[src/rtl/pixel_writeback.sv]
// Write-back stage for the 3x3 kernel path: hands out raster pixel indices,
// accepts one signed kernel result per pixel, normalises and clamps it to an
// unsigned pixel, and writes it to the output frame RAM one cycle later.
module pixel_writeback #(
  parameter int N      = 256,
  parameter int DATA_W = 17,
  parameter int PIX_W  = 8,
  parameter int ADDR_W = 16,
  parameter int SHIFT  = 0
) (
  input  logic              clk,
  input  logic              rst,
  input  logic              start,
  input  logic              in_valid,
  input  logic [DATA_W-1:0] in_data,
  output logic              in_ready,
  output logic [ADDR_W-1:0] pixel_index,
  output logic              wr_en,
  output logic [ADDR_W-1:0] wr_addr,
  output logic [PIX_W-1:0]  wr_data,
  output logic              busy,
  output logic              done
);

  typedef enum logic [1:0] {
    S_IDLE,
    S_RUN,
    S_FLUSH,
    S_DONE
  } state_t;

  localparam logic [ADDR_W-1:0] LAST_IDX = ADDR_W'(N * N - 1);

  state_t state;
  state_t state_nxt;

  logic signed [DATA_W-1:0] in_data_s;
  logic                     accept;

  logic                     vld_p1;
  logic        [ADDR_W-1:0] wr_addr_p1;
  logic        [PIX_W-1:0]  wr_data_p1;

  // Normalise by SHIFT, then clamp to [0, 2**PIX_W-1] at full input width so
  // large magnitudes cannot alias into the pixel range.
  function automatic logic [PIX_W-1:0] sat_pix(input logic signed [DATA_W-1:0] d);
    logic signed [DATA_W-1:0] v;
    logic signed [DATA_W-1:0] pmax;
    pmax = DATA_W'((2 ** PIX_W) - 1);
    v    = d >>> SHIFT;
    if (v < 0)
      sat_pix = '0;
    else if (v > pmax)
      sat_pix = '1;
    else
      sat_pix = v[PIX_W-1:0];
  endfunction

  assign in_data_s = $signed(in_data);
  assign accept    = in_valid & in_ready;

  // State register.
  always_ff @(posedge clk or posedge rst) begin
    if (rst)
      state <= S_IDLE;
    else
      state <= state_nxt;
  end

  // Next-state and handshake/status decode.
  always_comb begin
    state_nxt = state;
    in_ready  = 1'b0;
    busy      = 1'b0;
    done      = 1'b0;
    case (state)
      S_IDLE: begin
        if (start)
          state_nxt = S_RUN;
      end
      S_RUN: begin
        in_ready = 1'b1;
        busy     = 1'b1;
        if (in_valid && (pixel_index == LAST_IDX))
          state_nxt = S_FLUSH;
      end
      S_FLUSH: begin
        busy      = 1'b1;
        state_nxt = S_DONE;
      end
      S_DONE: begin
        done      = 1'b1;
        state_nxt = S_IDLE;
      end
      default: state_nxt = S_IDLE;
    endcase
  end

  // Raster index: cleared on frame start, advanced per accept, parks on the
  // last pixel until the next frame.
  always_ff @(posedge clk or posedge rst) begin
    if (rst)
      pixel_index <= '0;
    else if ((state == S_IDLE) && start)
      pixel_index <= '0;
    else if (accept && (pixel_index != LAST_IDX))
      pixel_index <= pixel_index + 1'b1;
  end

  // ---- stage p0 -> p1: accepted result becomes a RAM write ----
  // Write port register; address/data hold between writes.
  always_ff @(posedge clk or posedge rst) begin
    if (rst) begin
      vld_p1     <= 1'b0;
      wr_addr_p1 <= '0;
      wr_data_p1 <= '0;
    end else begin
      vld_p1 <= accept;
      if (accept) begin
        wr_addr_p1 <= pixel_index;
        wr_data_p1 <= sat_pix(in_data_s);
      end
    end
  end

  assign wr_en   = vld_p1;
  assign wr_addr = wr_addr_p1;
  assign wr_data = wr_data_p1;

endmodule

[config.mk]
export PLATFORM = sky130hd
export DESIGN_NAME = pixel_writeback
export DESIGN_NICKNAME = d
export VERILOG_FILES = /design/src/rtl/pixel_writeback.sv
export SDC_FILE = /design/constraint.sdc
export NUM_CORES = 1
export LEC_CHECK = 0
export ABC_AREA = 1
export CAP_MARGIN = 20
export CORE_MARGIN = 8
export CORE_UTILIZATION = 42
export DETAILED_ROUTE_END_ITERATION = 16
export GPL_ROUTABILITY_DRIVEN = 0
export PLACE_DENSITY = 0.79
export RECOVER_POWER = 50
export SYNTH_ARGS = -nofsm -noshare
export SYNTH_HDL_FRONTEND = slang
export SYNTH_SLANG_ARGS = --single-unit
[constraint.sdc]
create_clock -name clk -period 1.49 [get_ports clk]
set_input_delay 0.149 -clock clk [delete_from_list [all_inputs] [get_ports clk]]
set_output_delay 0.149 -clock clk [all_outputs]
set_load 0.05 [all_outputs]
Yosys cells after proc, flatten, opt, wreduce, memory -nomap -nowiden --
Cells that the tools add are included.
Word-level totals: register bits 43, bits in latches 0, bits in writable memories 0, ROM bits 0, bits of input ports 21, output and inout bits 44, logic and storage cells 33, memories 0
Operators by class: add/subtract/negate cells 1, multipliers 0, div/mod/pow operators 0, $lt $le $gt $ge 2, eq/ne operators 7, shift-type cells 0, muxes and demuxes 10, bitwise gates (word level) 1, reductions and logical operators 7
Operator list (number):
- 2-to-1 mux 16 bit | 2
- > comparator 17 x 9 -> 1 bit, second input constant | 1
- less-than comparator 17 x 1 -> 1 bit, second input constant | 1
- adder 16 x 1 -> 16 bit, second input constant | 1
- equality test 16 bit, second input constant | 1
- 2-to-1 mux 8 bit | 2
- != test 16 bit, second input constant | 1
- case mux 2 bit (4 select lines) | 1
- equality test 2 bit, second input constant | 2
- 2-to-1 mux 2 bit | 2
- != test 2 bit, second input constant | 2
- logical AND 1 bit | 3
- 2-to-1 mux 1 bit | 3
- equality test 2 x 1 -> 1 bit, second input constant | 1
- zero test 2 bit | 1
- AND reduction 2 bit | 1
- nonzero test 2 bit | 1
- OR reduction 2 bit | 1
- bitwise AND 1 bit | 1

Depth between registers and ports, before layout --
Gate-level depths: netlist of run 1.
depth after elaboration 6, depth in mapped cells 10, gate-level depth less buffers 10

Worst setup path after synthesis of run 1 --
No wires, ideal clock.
kind reg-to-reg, start register pixel_index[1], end register pixel_index[5], library setup time 0.066 ns, data arrival time 1.838 ns, required time 1.424 ns, setup slack -0.415 ns, cell stages (with the launch flop) 11, path buffers 1, period minus slack after synthesis 1.905 ns, path through dfrtp_1 > ha_1 > nand3_1 > inv_2 > nand2_2 > nor2_4 > nor2_2 > nor2_4 > buf_6 > nand2_1 > nand2_1
Between the ends: cells in the longest elaborated chain, start to end 3, elaborated cells between the ends (all ways) 6, classes of those cells add/sub (1); eq/ne (1); mux (2); reduce/logical (2)
Ends and longest elaborated chain:
- from (decl) | RTL line 17 | output logic [ADDR_W-1:0] pixel_index,
- from (signal assigned) | RTL line 107 | pixel_index <= pixel_index + 1'b1;
- adder 16 x 1 -> 16 bit or != test 16 bit (tied branches) | RTL line 107, 106
- 2-to-1 mux 16 bit or logical AND 1 bit (tied branches) | RTL line 106 | else if (accept && (pixel_index != LAST_IDX))
- 2-to-1 mux 16 bit or nonzero test 2 bit (tied branches)
Several ways; a longest one is shown, not always the timed one. The select of a mux whose other input is x is not followed. A chain may end at the register's enable or synchronous reset.

Worst setup path after layout of run 1 --
start register pixel_index[5], end register pixel_index[7]
Same word-level chain as after synthesis.

==> reports/results.ini, run 1 <==
[routing]
wl_um=6690
post_drt_wl_per_cell_um=14.8
dr.pass1.iters=5
ant_nets=0
drtIter0Drc=185
via_count=2280
route.detailed.drc=0
viasPerCell=5.04

[yosys]
synth_nets=302
yosysWarnings=0
synthCells=275
synth_area_per_cell_um2=7.87
synth_cell_types=20
synth-seq-cells=43
syn-cell-area_um2=2160
synth_seq_area_share=0.497

[cells_and_area]
n_fill_cell=426
area_growth_pct=56.5
nets=408
antenna_cells=0
final_core_util=0.672
final_cells=452
seq_area_um2=1090
layout-drive-gt1-share=0.293
multi_input_area_um2=1040

[place]
dp.cells=435
dp_hpwl_um=4770
io_buffer_count=64
pre_cts_slack_ns=-0.00486

[power_and_ir_drop]
total_power_mw=5.07
powerDensity_nw_per_um2=1500
vdd_drop_max_mv=1.98
leakagePower_nw=1.61

[clock_tree]
cts_buffers=5
cts_sinks=43
insertion_delay_ns=0.31
cts_tree=done
clkTransAtPathRegs_ns=0.09
cts_max_level=2
cts.path.max_buffers=2
clock-root-buffer=clkbuf_8

[global_route]
grt_max_degree=44
grt_use_total=0.169
antenna_found_initial=0
globalRouteOverflowTotal=0
grt_pass1_vias=2147
grt_pass1_wl_um=10200

[setup_path]
cp_max_fo=5
critPathBufInv=1
cp.required_ns=1.73
cp_common_cell=nor2_4
cp_num_cells=9
worstSetupPathType=reg2reg
cp.arrival_ns=1.70
critPathTopFamily=simple AND/OR/NAND/NOR gates
crit_path_start_kind=register
critPathCaptureType=register
critPathMaxStageDelay_ns=0.43
cp_cell_sequence=nand2_2 > nor2_4 > nand2_2 > nor2_4 > nor2_4 > nor2_4 > buf_6 > nand2_1 > nand2_1
ff2ff_path_depth=9
critPathSlowestCell=dfrtp_2

[outcome]
outcome=complete, no violations

[floorplanning]
initial_utilization=0.429
rows=26
pin_count=65
core-area_um2=5040
fp.dieW_um=87.8
dieArea_um2=7710
die_y_um=87.8

[timing]
fin_crit_sh=0.978
worst_slew_pin_slew_ns=0.617
hold_violations=0
fmax_mhz=686
maxSlewViolCount=0
finalClockSkew_ns=0.0112
finalWorstPathRequiredPeriod_ns=1.46
setup_viol=0
slew_headroom=0.591
grt_setup_unrepaired=yes
setup_ws_ns=0.0326

[min_path]
hp-class=in2async

[job]
drv_cap=0

-- stage by stage --
stage / hold slack (ns) / instance area [µm²] / setup TNS (ns)
2_1_floorplan: 0.284 / 2230 / -2.10
3_3_place_gp: 0.464 / 3240 / 0
3_5_place_dp: 0.467 / 3240 / -0.00720
4_1_cts: 0.210 / 3370 / -0.0159
5_1_grt: 0.375 / 3390 / -0.480
6_report: 0.325 / 3390 / 0
-- area by class of cell --
cell class                      instances  area share
Clock buffer                            5      0.0203
Clock inverter                          3      0.0129
Inverter                               19      0.0218
Multi-Input combinational cell        206       0.308
Sequential cell                        43       0.323
Tap cell                               70      0.0258
Timing Repair Buffer                  106       0.288
-- cell usage after synthesis --
| master | n | area (µm²) |
|---|---|---|
| ha_1 | 6 | 75.1 |
| nand3_1 | 11 | 55.1 |
| o21ai_0 | 4 | 20.0 |
| or2_2 | 2 | 12.5 |
| buf_1 | 1 | 3.75 |
| nor2_2 | 1 | 6.26 |
| inv_1 | 17 | 63.8 |
| nor2_1 | 24 | 90.1 |
| o21ai_1 | 14 | 70.1 |
| nor2_4 | 3 | 33.8 |
| xor2_1 | 4 | 35.0 |
| nand2_2 | 2 | 12.5 |
| nand4_1 | 14 | 87.6 |
| nand2_1 | 113 | 424 |
| o31ai_1 | 8 | 60.1 |
| clkbuf_1 | 4 | 15.0 |
| buf_6 | 1 | 11.3 |
| dfrtp_1 | 43 | 1080 |
| inv_2 | 2 | 7.51 |
| buf_2 | 1 | 5.00 |
-- placed cells by master (no fill, tap or decap), drive strengths merged --
cell type / count
buf: 67
bufinv: 1
clkbuf: 24
clkdlybuf4s50: 19
clkinv: 2
dfrtp: 43
dlygate4sd3: 1
ha: 6
inv: 19
nand2: 115
nand3: 11
nand4: 14
nor2: 28
o21ai: 18
o31ai: 8
or2: 2
xor2: 4
-- power breakdown --
part           switching (mW)  total, mW  internal [mW]
clock                   0.409      0.907          0.499
sequential              0.127       1.51           1.38
combinational            1.68       2.65          0.968
-- repair_timing --
item | 4_1_cts | 5_1_grt
gates cloned | 0 | 0
buffers inserted | 1 | 8
endpoints found under the setup margin | 13 | 23
hold buffers | 0 | 0
pin swaps | 0 | 5
resized for setup | 2 | 12
-- state kept, by name, summed over array words and instances (netlist names) --
register / cells
pixel_index: 16
wr_addr: 16
wr_data: 8
state: 2
wr_en: 1
-- path summary, 6_finish.rpt --
path                                       startpoint                           to  slack (ns)
min in group clk                           in_data[0]       wr_data[0]$_DFFE_PP0P_        0.45
setup reg to reg           pixel_index[5]$_DFFE_PP0P_   pixel_index[7]$_DFFE_PP0P_        0.03
hold reg to reg                wr_data[7]$_DFFE_PP0P_       wr_data[7]$_DFFE_PP0P_        0.48
hold / removal                                    rst       wr_addr[2]$_DFFE_PP0P_        0.32
max in group asynchronous                         rst  pixel_index[10]$_DFFE_PP0P_        0.90
setup / recovery           pixel_index[5]$_DFFE_PP0P_   pixel_index[7]$_DFFE_PP0P_        0.03
-- tightest hold or removal path: stages --
cell and delay (ns):
dlygate4sd3_1 0.53, inv_1 0.09, buf_12 0.23
-- kinds of logic (layout without fill, tap and decap cells) --
logic type / count (synthesis) / in the layout / share of synthesized area
AO/OA/AOI/OAI: 26 / 26 / 0.0694
XOR/XNOR: 4 / 4 / 0.0162
adder cells (fa/ha/maj): 6 / 6 / 0.0347
buffers and inverters: 26 / 133 / 0.0491
flip-flops: 43 / 43 / 0.497
AND/OR/NAND/NOR: 170 / 170 / 0.334
-- routing by layer --
metal | up-vias | share of wire | track usage | routed length (µm)
li1 | 1095 | - | - | -
met1 | 1071 | 0.41 | 0.201 | 2720
met2 | 94 | 0.50 | 0.282 | 3360
met3 | 20 | 0.064 | 0.0385 | 430
met4 | 0 | 0.026 | 0.0766 | 174
met5 | - | 0 | 0 | 0
No activity file was read; power rests on OpenSTA's default activity.
==> inputs of run 2 (changes only) <==
--- a/config.mk
+++ b/config.mk
@@ -7,10 +7,10 @@
 export LEC_CHECK = 0
 export ABC_AREA = 1
 export CAP_MARGIN = 20
-export CORE_MARGIN = 8
+export CORE_MARGIN = 4
 export CORE_UTILIZATION = 42
 export DETAILED_ROUTE_END_ITERATION = 16
-export GPL_ROUTABILITY_DRIVEN = 0
+export GPL_ROUTABILITY_DRIVEN = 1
 export PLACE_DENSITY = 0.79
 export RECOVER_POWER = 50
 export SYNTH_ARGS = -nofsm -noshare
==> reports/results.ini, run 2 (synthesis gave the netlist of run 1 again) <==
[outcome]
outcome=complete, no violations

[timing]
setup_viol=0  ; unchanged
grt_setup_unrepaired=yes
fin_crit_sh=0.986  ; +0.00820
worst_slew_pin_slew_ns=1.04  ; +0.427 ns
finalClockSkew_ns=0.00770  ; -0.00352 ns
holdWs_ns=0.448  ; +0.123 ns
finalWorstPathRequiredPeriod_ns=1.47  ; +0.0122 ns
slew_headroom=0.304  ; -0.286
fmax_mhz=680  ; -0.83%
hold_violations=0  ; unchanged
maxSlewViolCount=0  ; unchanged

[clock_tree]
cts_buffers=5  ; unchanged
cts_tree=done
insertion_delay_ns=0.30  ; about the same
clock-root-buffer=clkbuf_8
cts.path.max_buffers=2  ; unchanged
cts_hold_buf=0  ; unchanged
clkTransAtPathRegs_ns=0.08  ; about the same
cts_sinks=43  ; unchanged
cts_max_level=2  ; unchanged

[cells_and_area]
area_growth_pct=58.3
final_cell_mix=nand2_1 (92), buf_4 (55), dfrtp_1 (28), nand2_2 (21), clkdlybuf4s50_1 (20)
final_core_util=0.707  ; +0.0349
antenna_cells=0  ; unchanged
layout-drive-gt1-share=0.356  ; +0.0628
nets=408  ; unchanged
final_common_cell=nand2_1
final_cells=449  ; -0.66%
stdcell_area_um2=3430  ; +1.1%

[setup_path]
critPathSlowestCell=dfrtp_2
cp.arrival_ns=1.71  ; about the same
critPathTopFamily=simple AND/OR/NAND/NOR gates
critPathBufInv=1  ; unchanged
ff2ff_path_depth=9  ; unchanged
cp_max_fo=7  ; +2
cp.required_ns=1.73  ; about the same
crit_path_start_kind=register
critPathCaptureType=register
cp_cell_sequence=nand2_2 > nor2_4 > nand2_2 > nor2_4 > nor2_4 > nor2_4 > buf_6 > nand2_2 > nand2_2
critPathMaxStageDelay_ns=0.42  ; about the same
cp_num_cells=9  ; unchanged
worstSetupPathType=reg2reg

[power_and_ir_drop]
vdd_drop_max_mv=1.85  ; -6.8%
leakagePower_nw=1.62  ; +0.63%
powerDensity_nw_per_um2=1470  ; -1.5%

[place]
io_buffer_count=64  ; unchanged
dp_hpwl_um=4670  ; -2.2%
placed_area_um2=3240  ; about the same
gp_congestion=0.899
dp.cells=436  ; +0.23%

[global_route]
grt_pass1_vias=2215  ; +3.2%
globalRouteOverflowTotal=0  ; unchanged
grt_max_degree=44  ; unchanged
antenna_found_initial=0  ; unchanged
grt_pass1_wl_um=10300  ; +1.1%
grt_use_total=0.207  ; +0.0381

[routing]
wl_um=6380  ; -4.6%
dr.pass1.iters=4  ; -1
viasPerCell=5.04  ; about the same
via_count=2265  ; -0.66%
topRoutingLayerUsed=met4
wl_met2_um=3240  ; -3.7%
drtIter0Drc=118  ; -36%
wl_met3_um=434  ; +0.93%
ant_nets=0  ; unchanged
post_drt_wl_per_cell_um=14.2  ; -3.9%
route.detailed.drc=0  ; unchanged
m1WireLength_um=2570  ; -5.6%

[floorplanning]
fp.dieW_um=79.8  ; -9.1%
die_y_um=79.8  ; -9.1%
dieArea_um2=6370  ; -17%
core-area_um2=4850  ; -3.8%
pin_count=65  ; unchanged
initial_utilization=0.446  ; +0.0172
rows=25  ; -3.8%

[min_path]
hp-class=in2reg
min_delay_path_depth=3

[job]
drv_cap=0  ; unchanged

[run 2: changes by cell type in the layout (fill, tap and decap cells not counted), sizes merged]
cell / previous run / this run
clkinvlp: 0 / 1
buf: 67 / 71
clkbuf: 24 / 22
bufinv: 1 / 0
clkdlybuf4s50: 19 / 20
clkinv: 2 / 0
dlygate4sd3: 1 / 0
[run 2: cell type report]
type,count,area (µm²)
clock buffer,7,96.3
sequential,43,1090
tap,67,83.8
timing repair buffer,106,956
multi-input combinational,206,1120
inverter,19,71.3
clock inverter,1,7.51
fill,395,1420
[run 2: final timing paths]
| kind | start | slack (ns) | endpoint |
|---|---|---|---|
| worst max-delay path | pixel_index[4]$_DFFE_PP0P_ | 0.02 | pixel_index[1]$_DFFE_PP0P_ |
| worst min-delay path | in_data[4] | 0.45 | wr_data[4]$_DFFE_PP0P_ |
| worst max register to register | pixel_index[4]$_DFFE_PP0P_ | 0.02 | pixel_index[1]$_DFFE_PP0P_ |
| worst min register to register | wr_data[2]$_DFFE_PP0P_ | 0.48 | wr_data[2]$_DFFE_PP0P_ |
| max in group asynchronous | rst | 0.30 | pixel_index[9]$_DFFE_PP0P_ |
| min in group asynchronous | rst | 0.48 | wr_data[2]$_DFFE_PP0P_ |
[run 2: per-stage QoR]
step / TNS [ns] / total power, mW / worst slack, ns
after floorplan: -2.10 / 3.09 / -0.108
after global placement: -0.0509 / 4.11 / -0.0137
after detailed placement: -0.620 / 4.16 / -0.0534
after CTS: 0 / 5.02 / 0.0149
after global routing: -0.440 / 5.35 / -0.0518
final: 0 / 5.05 / 0.0204
[run 2: worst register-to-register path, cell delays in order, from the launching register on]
cell and delay, ns:
dfrtp_2 0.42, nand2_2 0.12, nor2_4 0.17, nand2_2 0.08, nor2_4 0.16, nor2_4 0.08
nor2_4 0.11, buf_6 0.16, nand2_2 0.06, nand2_2 0.06
[run 2: routing by layer]
layer | vias to the layer above | track usage
met2 | 87 | 0.337
met1 | 1056 | 0.275
met3 | 20 | 0.0440
met5 | - | 0
met4 | 0 | 0.0693
li1 | 1102 | -
[run 2: report_power, final]
part	switching (mW)	internal, mW	total, mW	leakage, nW
clock network	0.408	0.422	0.830	0.0505
registers	0.148	1.38	1.53	0.557
logic	1.69	0.997	2.69	1.02
[run 2: what timing repair did]
| action | in CTS | in global routing |
|---|---|---|
| resized for setup | 4 | 33 |
| setup buffers | 0 | 5 |
| endpoints found under the setup margin | 23 | 17 |
| cloned | 0 | 0 |
| pin swaps | 0 | 16 |
==> inputs of run 3 (changes only) <==
--- a/config.mk
+++ b/config.mk
@@ -11,6 +11,7 @@
 export CORE_UTILIZATION = 42
 export DETAILED_ROUTE_END_ITERATION = 16
 export GPL_ROUTABILITY_DRIVEN = 1
+export GPL_TIMING_DRIVEN = 0
 export PLACE_DENSITY = 0.79
 export RECOVER_POWER = 50
 export SYNTH_ARGS = -nofsm -noshare
==> reports/results.ini, run 3 (synthesis gave the netlist of run 1 again) <==
[floorplanning]
dieArea_um2=6370  ; unchanged
fp.dieW_um=79.8  ; unchanged
die_y_um=79.8  ; unchanged
initial_utilization=0.446  ; unchanged
rows=25  ; unchanged
pin_count=65  ; unchanged
core-area_um2=4850  ; unchanged

[timing]
finalClockSkew_ns=0.00383  ; -0.00387 ns
finalWorstPathRequiredPeriod_ns=1.58  ; +0.113 ns
grt_setup_unrepaired=yes
maxSlewViolCount=0  ; unchanged
fin_crit_sh=1.06  ; +0.0761
setup_viol=15  ; +15
setup_ws_ns=-0.0930  ; -0.113 ns
fmax_mhz=632  ; -7.2%
worst_slew_pin_slew_ns=0.887  ; -0.157 ns
hold_violations=0  ; unchanged
slew_headroom=0.408  ; +0.104

[cells_and_area]
antenna_cells=0  ; unchanged
nets=395  ; -3.2%
area_growth_pct=53.4
final_cells=436  ; -2.9%
final_common_cell=nand2_1
final_cell_mix=nand2_1 (97), dlygate4sd2_1 (36), dfrtp_1 (29), nor2_1 (21), clkdlybuf4s50_1 (19)
layout-drive-gt1-share=0.252  ; -0.104

[min_path]
holdPathEnd=wr_data[7]$_DFFE_PP0P_
hp-class=in2reg
min_from=in_data[7]
min_delay_path_depth=3  ; unchanged

[outcome]
outcome=complete, but fails checks
violations=setup timing

[power_and_ir_drop]
vdd_drop_max_mv=1.61  ; -13%
leakagePower_nw=1.70  ; +4.5%
powerDensity_nw_per_um2=1510  ; +2.8%

[clock_tree]
clkTransAtPathRegs_ns=0.08  ; about the same
cts_sinks=43  ; unchanged
cts_max_level=2  ; unchanged
cts_hold_buf=0  ; unchanged
clock-root-buffer=clkbuf_8
cts_tree=done
insertion_delay_ns=0.30  ; about the same
cts_buffers=5  ; unchanged
cts.path.max_buffers=2  ; unchanged

[job]
drv_cap=0  ; unchanged

[setup_path]
cp.required_ns=1.68  ; -0.05 ns
critPathCaptureType=register
r2r_start=pixel_index[1]$_DFFE_PP0P_
worstSetupPathType=reg2reg
crit_path_start_kind=register
ff2ff_path_depth=9  ; unchanged
cp.arrival_ns=1.77  ; +0.06 ns
r2r_end=pixel_index[14]$_DFFE_PP0P_
r2r_slack_ns=-0.09  ; -0.11 ns
cp_max_fo=3  ; -4

[global_route]
grt_use_total=0.202  ; -0.00484
grt_pass1_vias=2115  ; -4.5%
grt_max_degree=44  ; unchanged
grt_pass1_wl_um=10100  ; -1.9%
globalRouteOverflowTotal=0  ; unchanged
antenna_found_initial=0  ; unchanged

[routing]
route.detailed.drc=0  ; unchanged
via_count=2261  ; -0.18%
post_drt_wl_per_cell_um=15.0  ; +5.4%
ant_nets=0  ; unchanged
drtIter0Drc=159  ; +35%
viasPerCell=5.19  ; +2.8%
dr.pass1.iters=5  ; +1
wl_um=6530  ; +2.3%

[place]
dp.cells=406  ; -6.9%
dp_hpwl_um=4270  ; -8.4%
pre_cts_slack_ns=-0.338  ; -0.285 ns
gp_congestion=0.889  ; -1.1%
io_buffer_count=64  ; unchanged

run 3: cell types whose count changed in the layout (fill, tap and decap cells not counted), sizes merged:
| cell | before | now |
|---|---|---|
| clkinv | 0 | 2 |
| buf | 71 | 27 |
| inv | 19 | 18 |
| bufinv | 0 | 1 |
| clkinvlp | 1 | 0 |
| dlygate4sd3 | 0 | 1 |
| dlygate4sd2 | 0 | 36 |
| clkbuf | 22 | 15 |
| clkdlybuf4s15 | 0 | 1 |
| clkdlybuf4s50 | 20 | 19 |
run 3: through the flow:
stage | instance area [µm²] | utilization | hold WS (ns) | power [mW] | setup TNS, ns
after global routing | 3320 | 0.685 | 0.450 | 5.30 | -2.40
final | 3320 | 0.685 | 0.452 | 5.03 | -1.02
after detailed placement | 2950 | 0.609 | 0.464 | 3.82 | -9.22
after floorplan | 2230 | - | 0.284 | 3.09 | -2.10
after CTS | 3110 | 0.642 | 0.389 | 4.78 | -0.0637
after global placement | 2950 | 0.609 | 0.462 | 3.76 | -32.44
run 3: power breakdown:
part	internal [mW]	switching [mW]	total, mW	leakage, nW
sequential	1.38	0.128	1.51	0.558
combinational	0.855	1.72	2.58	1.08
clock	0.542	0.400	0.942	0.0612
total	2.78	2.25	5.03	1.70
run 3: worst max path at each step:
stage / endpoint / start / cells past startpoint / slack (ns)
detailed placement: pixel_index[8]$_DFFE_PP0P_ / state[1]$_DFFE_PP0P_ / 9 / -0.34
floorplan: pixel_index[15]$_DFFE_PP0P_ / pixel_index[1]$_DFFE_PP0P_ / 10 / -0.11
global placement: pixel_index[7]$_DFFE_PP0P_ / rst / 2 / -0.64
finish: pixel_index[14]$_DFFE_PP0P_ / pixel_index[1]$_DFFE_PP0P_ / 9 / -0.09
CTS: done / state[0]$_DFFE_PP0P_ / 3 / -0.04
global route: pixel_index[15]$_DFFE_PP0P_ / pixel_index[7]$_DFFE_PP0P_ / 9 / -0.17
run 3: area by class of cell:
cell class	count	area [µm²]
Fill cell	407	1530
Multi-Input combinational cell	206	1110
Sequential cell	43	1090
Timing Repair Buffer	86	757
Inverter	19	86.3
Tap cell	67	83.8
Clock buffer	6	82.6
Buffer	7	70.1
Clock inverter	2	35.0
run 3: worst max-delay path, cell delays in order (launching register included):
cell     delay, ns
dfrtp_2       0.41
ha_4          0.17
nand3_4       0.09
buf_4         0.15
nor2_1        0.24
nand3_1       0.13
nand2_1       0.09
nand2_1       0.06
nand3_1       0.06
o21ai_1       0.06
run 3: what timing repair did:
item / in CTS / in global routing
gates resized for setup: 68 / 48
cloned: 1 / 1
setup buffers: 8 / 12
endpoints found under the setup margin: 86 / 48
pin swaps: 2 / 17
run 3: metal layers:
| metal | vias up | share of wire | GRT usage |
|---|---|---|---|
| met3 | 18 | 0.063 | 0.0474 |
| li1 | 1076 | - | - |
| met2 | 97 | 0.52 | 0.347 |
| met4 | 0 | 0.023 | 0.0659 |
| met1 | 1070 | 0.40 | 0.251 |
| met5 | - | 0 | 0 |
==> variant (flow settings as in run 1) <==
`ADDR_W`: 16 -> 15.
--- a/src/rtl/pixel_writeback.sv
+++ b/src/rtl/pixel_writeback.sv
@@ -5,7 +5,7 @@
   parameter int N      = 256,
   parameter int DATA_W = 17,
   parameter int PIX_W  = 8,
-  parameter int ADDR_W = 16,
+  parameter int ADDR_W = 15,
   parameter int SHIFT  = 0
 ) (
   input  logic              clk,
Ports: changed (resized pixel_index and wr_addr); port bits go from 65 to 63. No check against the original RTL was run, so the function may have changed too.
==> variant against run 1 <==
- clock power is 2.9% higher
- combinational power down 11%
- synthesized area shrank 3.3%
- power down 6.1%
- cell area decreased by 6.7%
- worst setup slack worse by 10 ps
- sequential cell count is 2 lower
- wire length shrank 9.5%
- largest cell class unchanged
- highest routed layer unchanged
==> variant: results (changes against run 1) <==
drt drc 0 (unchanged); Max FO, Critical Path 4 (-1); Final #Nets 380 (-6.9%); number of vias per cell 5.03 (-0.22%); EDFF count, synth 0 (unchanged); Commonest cells post-synth 105 x nand2_1, 41 x dfrtp_1, 23 x inv_1; Peak VDD IR 1.91 mV (-3.6%); Clk Latency, worst-skew pair 290 ps (-20 ps); detailed-router iteration count before antenna repair 4 (-1); clk root buf clkbuf_8; Synthesis Warnings 0 (unchanged); Top FF cell, synth dfrtp_1; Hold Vio Cnt, Final 0 (unchanged); largest cells by area after synthesis dfrtp_1 49%, nand2_1 19%, nand3_1 4.3%; Total GRT Usage 0.165 (-0.00436); Distinct cells, synth 20 (unchanged); CTS H-Tree Depth 2 (unchanged); asr flop ratio synth 1.00 (unchanged); Critical Path Start state[0]$_DFFE_PP0P_; Detailed Route Iter0 Violations 96 (-48%); CP max stage cell dfrtp_2; first-pass GRT wire length 9940 um (-2.2%); largest net degree at the start of global routing 42 (-4.5%); sequential fraction of the synthesis area 0.490 (-0.00697); Leakage 1.57 nW (-2.4%); initial antenna violation count 0 (unchanged); Num CTS Buffers 5 (unchanged); ant diodes 0 (unchanged); layout cells sized above 1 0.260 (-0.0333); # fillers 382 (-10%); Sw Share 0.436 (-0.00156); slew at the pin with the worst max-slew slack 999 ps (+382 ps); Syn Nets 292 (-3.3%); Slowest Stage Delay on Critical Path 420 ps; Clk pin slew, worst setup/hold paths 80 ps; Clock Skew 4.44 ps (-6.78 ps); final WL 6060 um (-9.5%); number of global-route vias before repair 2052 (-4.4%); I/O Buffers 62 (-3.1%); CP arrival 1320 ps (-380 ps); launch point of the worst reg-to-reg path pixel_index[0]$_DFFE_PP0P_; status finished clean; Max Buffers Root-to-Sink 2 (unchanged); type of the tightest min-delay check in2async; dpl hpwl 4590 um (-3.7%)
[variant: power by group through the flow]
stage	Clock, mW	Combinational [mW]	Sequential, mW
final	0.933	2.36	1.46
after global routing	0.993	2.53	1.49
after CTS	0.945	2.45	1.46
after detailed placement	0	2.44	1.47
after global placement	0	2.41	1.47
after floorplan	0	0.886	2.09
[variant: cell families (layout without fill, tap and decap cells)]
logic type	after synthesis	after routing	share of synthesized area
and+or+nand+nor	166	166	0.348
DFF	41	41	0.490
buffers and inverters	30	119	0.0586
AOI/OAI and AO/OA	19	19	0.0550
adders and majority gates	6	6	0.0359
xor gates and xnor gates	3	3	0.0126
[variant: worst max-delay path: cells and delay by family (launching register included)]
family                     cells  cell delay [ps]
buffers and inverters          2              260
DFF                            1              420
adders and majority gates      1              350
[variant: what timing repair did]
action                     in CTS  in global routing
setup buffers                   0                  2
pin swaps                       0                  3
resized for setup               1                  9
setup endpoints to repair       1                 16
[variant: worst paths after layout]
kind                                                   end  slack, ps  depth (start not counted)
min in group clk                    wr_data[4]$_DFFE_PP0P_        470                          3
max in group asynchronous       pixel_index[8]$_DFFE_PP0P_        340                          3
worst max register to register  pixel_index[5]$_DFFE_PP0P_         90                         10
worst min register to register      wr_addr[3]$_DFFE_PP0P_        490                          2
worst max-delay path                                  busy         20                          3
worst min-delay path                wr_addr[7]$_DFFE_PP0P_        470                          3
[variant: final cells by class]
type	instances	area [um2]	share of cell area
clock buffer	6	82.6	0.0261
inverter	23	86.3	0.0273
tap	67	83.8	0.0265
sequential	41	1050	0.331
timing repair buffer	88	837	0.265
clock inverter	2	37.5	0.0119
multi-input combinational	194	987	0.312
[variant: metal layers]
layer / vias up / track usage / share of wire
met5: - / 0 / 0
met4: 0 / 0.0438 / 0.017
met3: 10 / 0.0558 / 0.095
met2: 97 / 0.253 / 0.44
met1: 978 / 0.214 / 0.45
li1: 1034 / - / -
[variant: through the flow]
stage,setup slack [ps],cell area (um2),power [mW],cells,util
2_1_floorplan,-109,2140,2.98,265,-
3_3_place_gp,80.3,3080,3.88,411,0.647
3_5_place_dp,30.2,3080,3.92,411,0.647
4_1_cts,6.65,3200,4.85,419,0.672
5_1_grt,-15.5,3160,5.01,421,0.665
6_report,22.2,3160,4.75,421,0.665
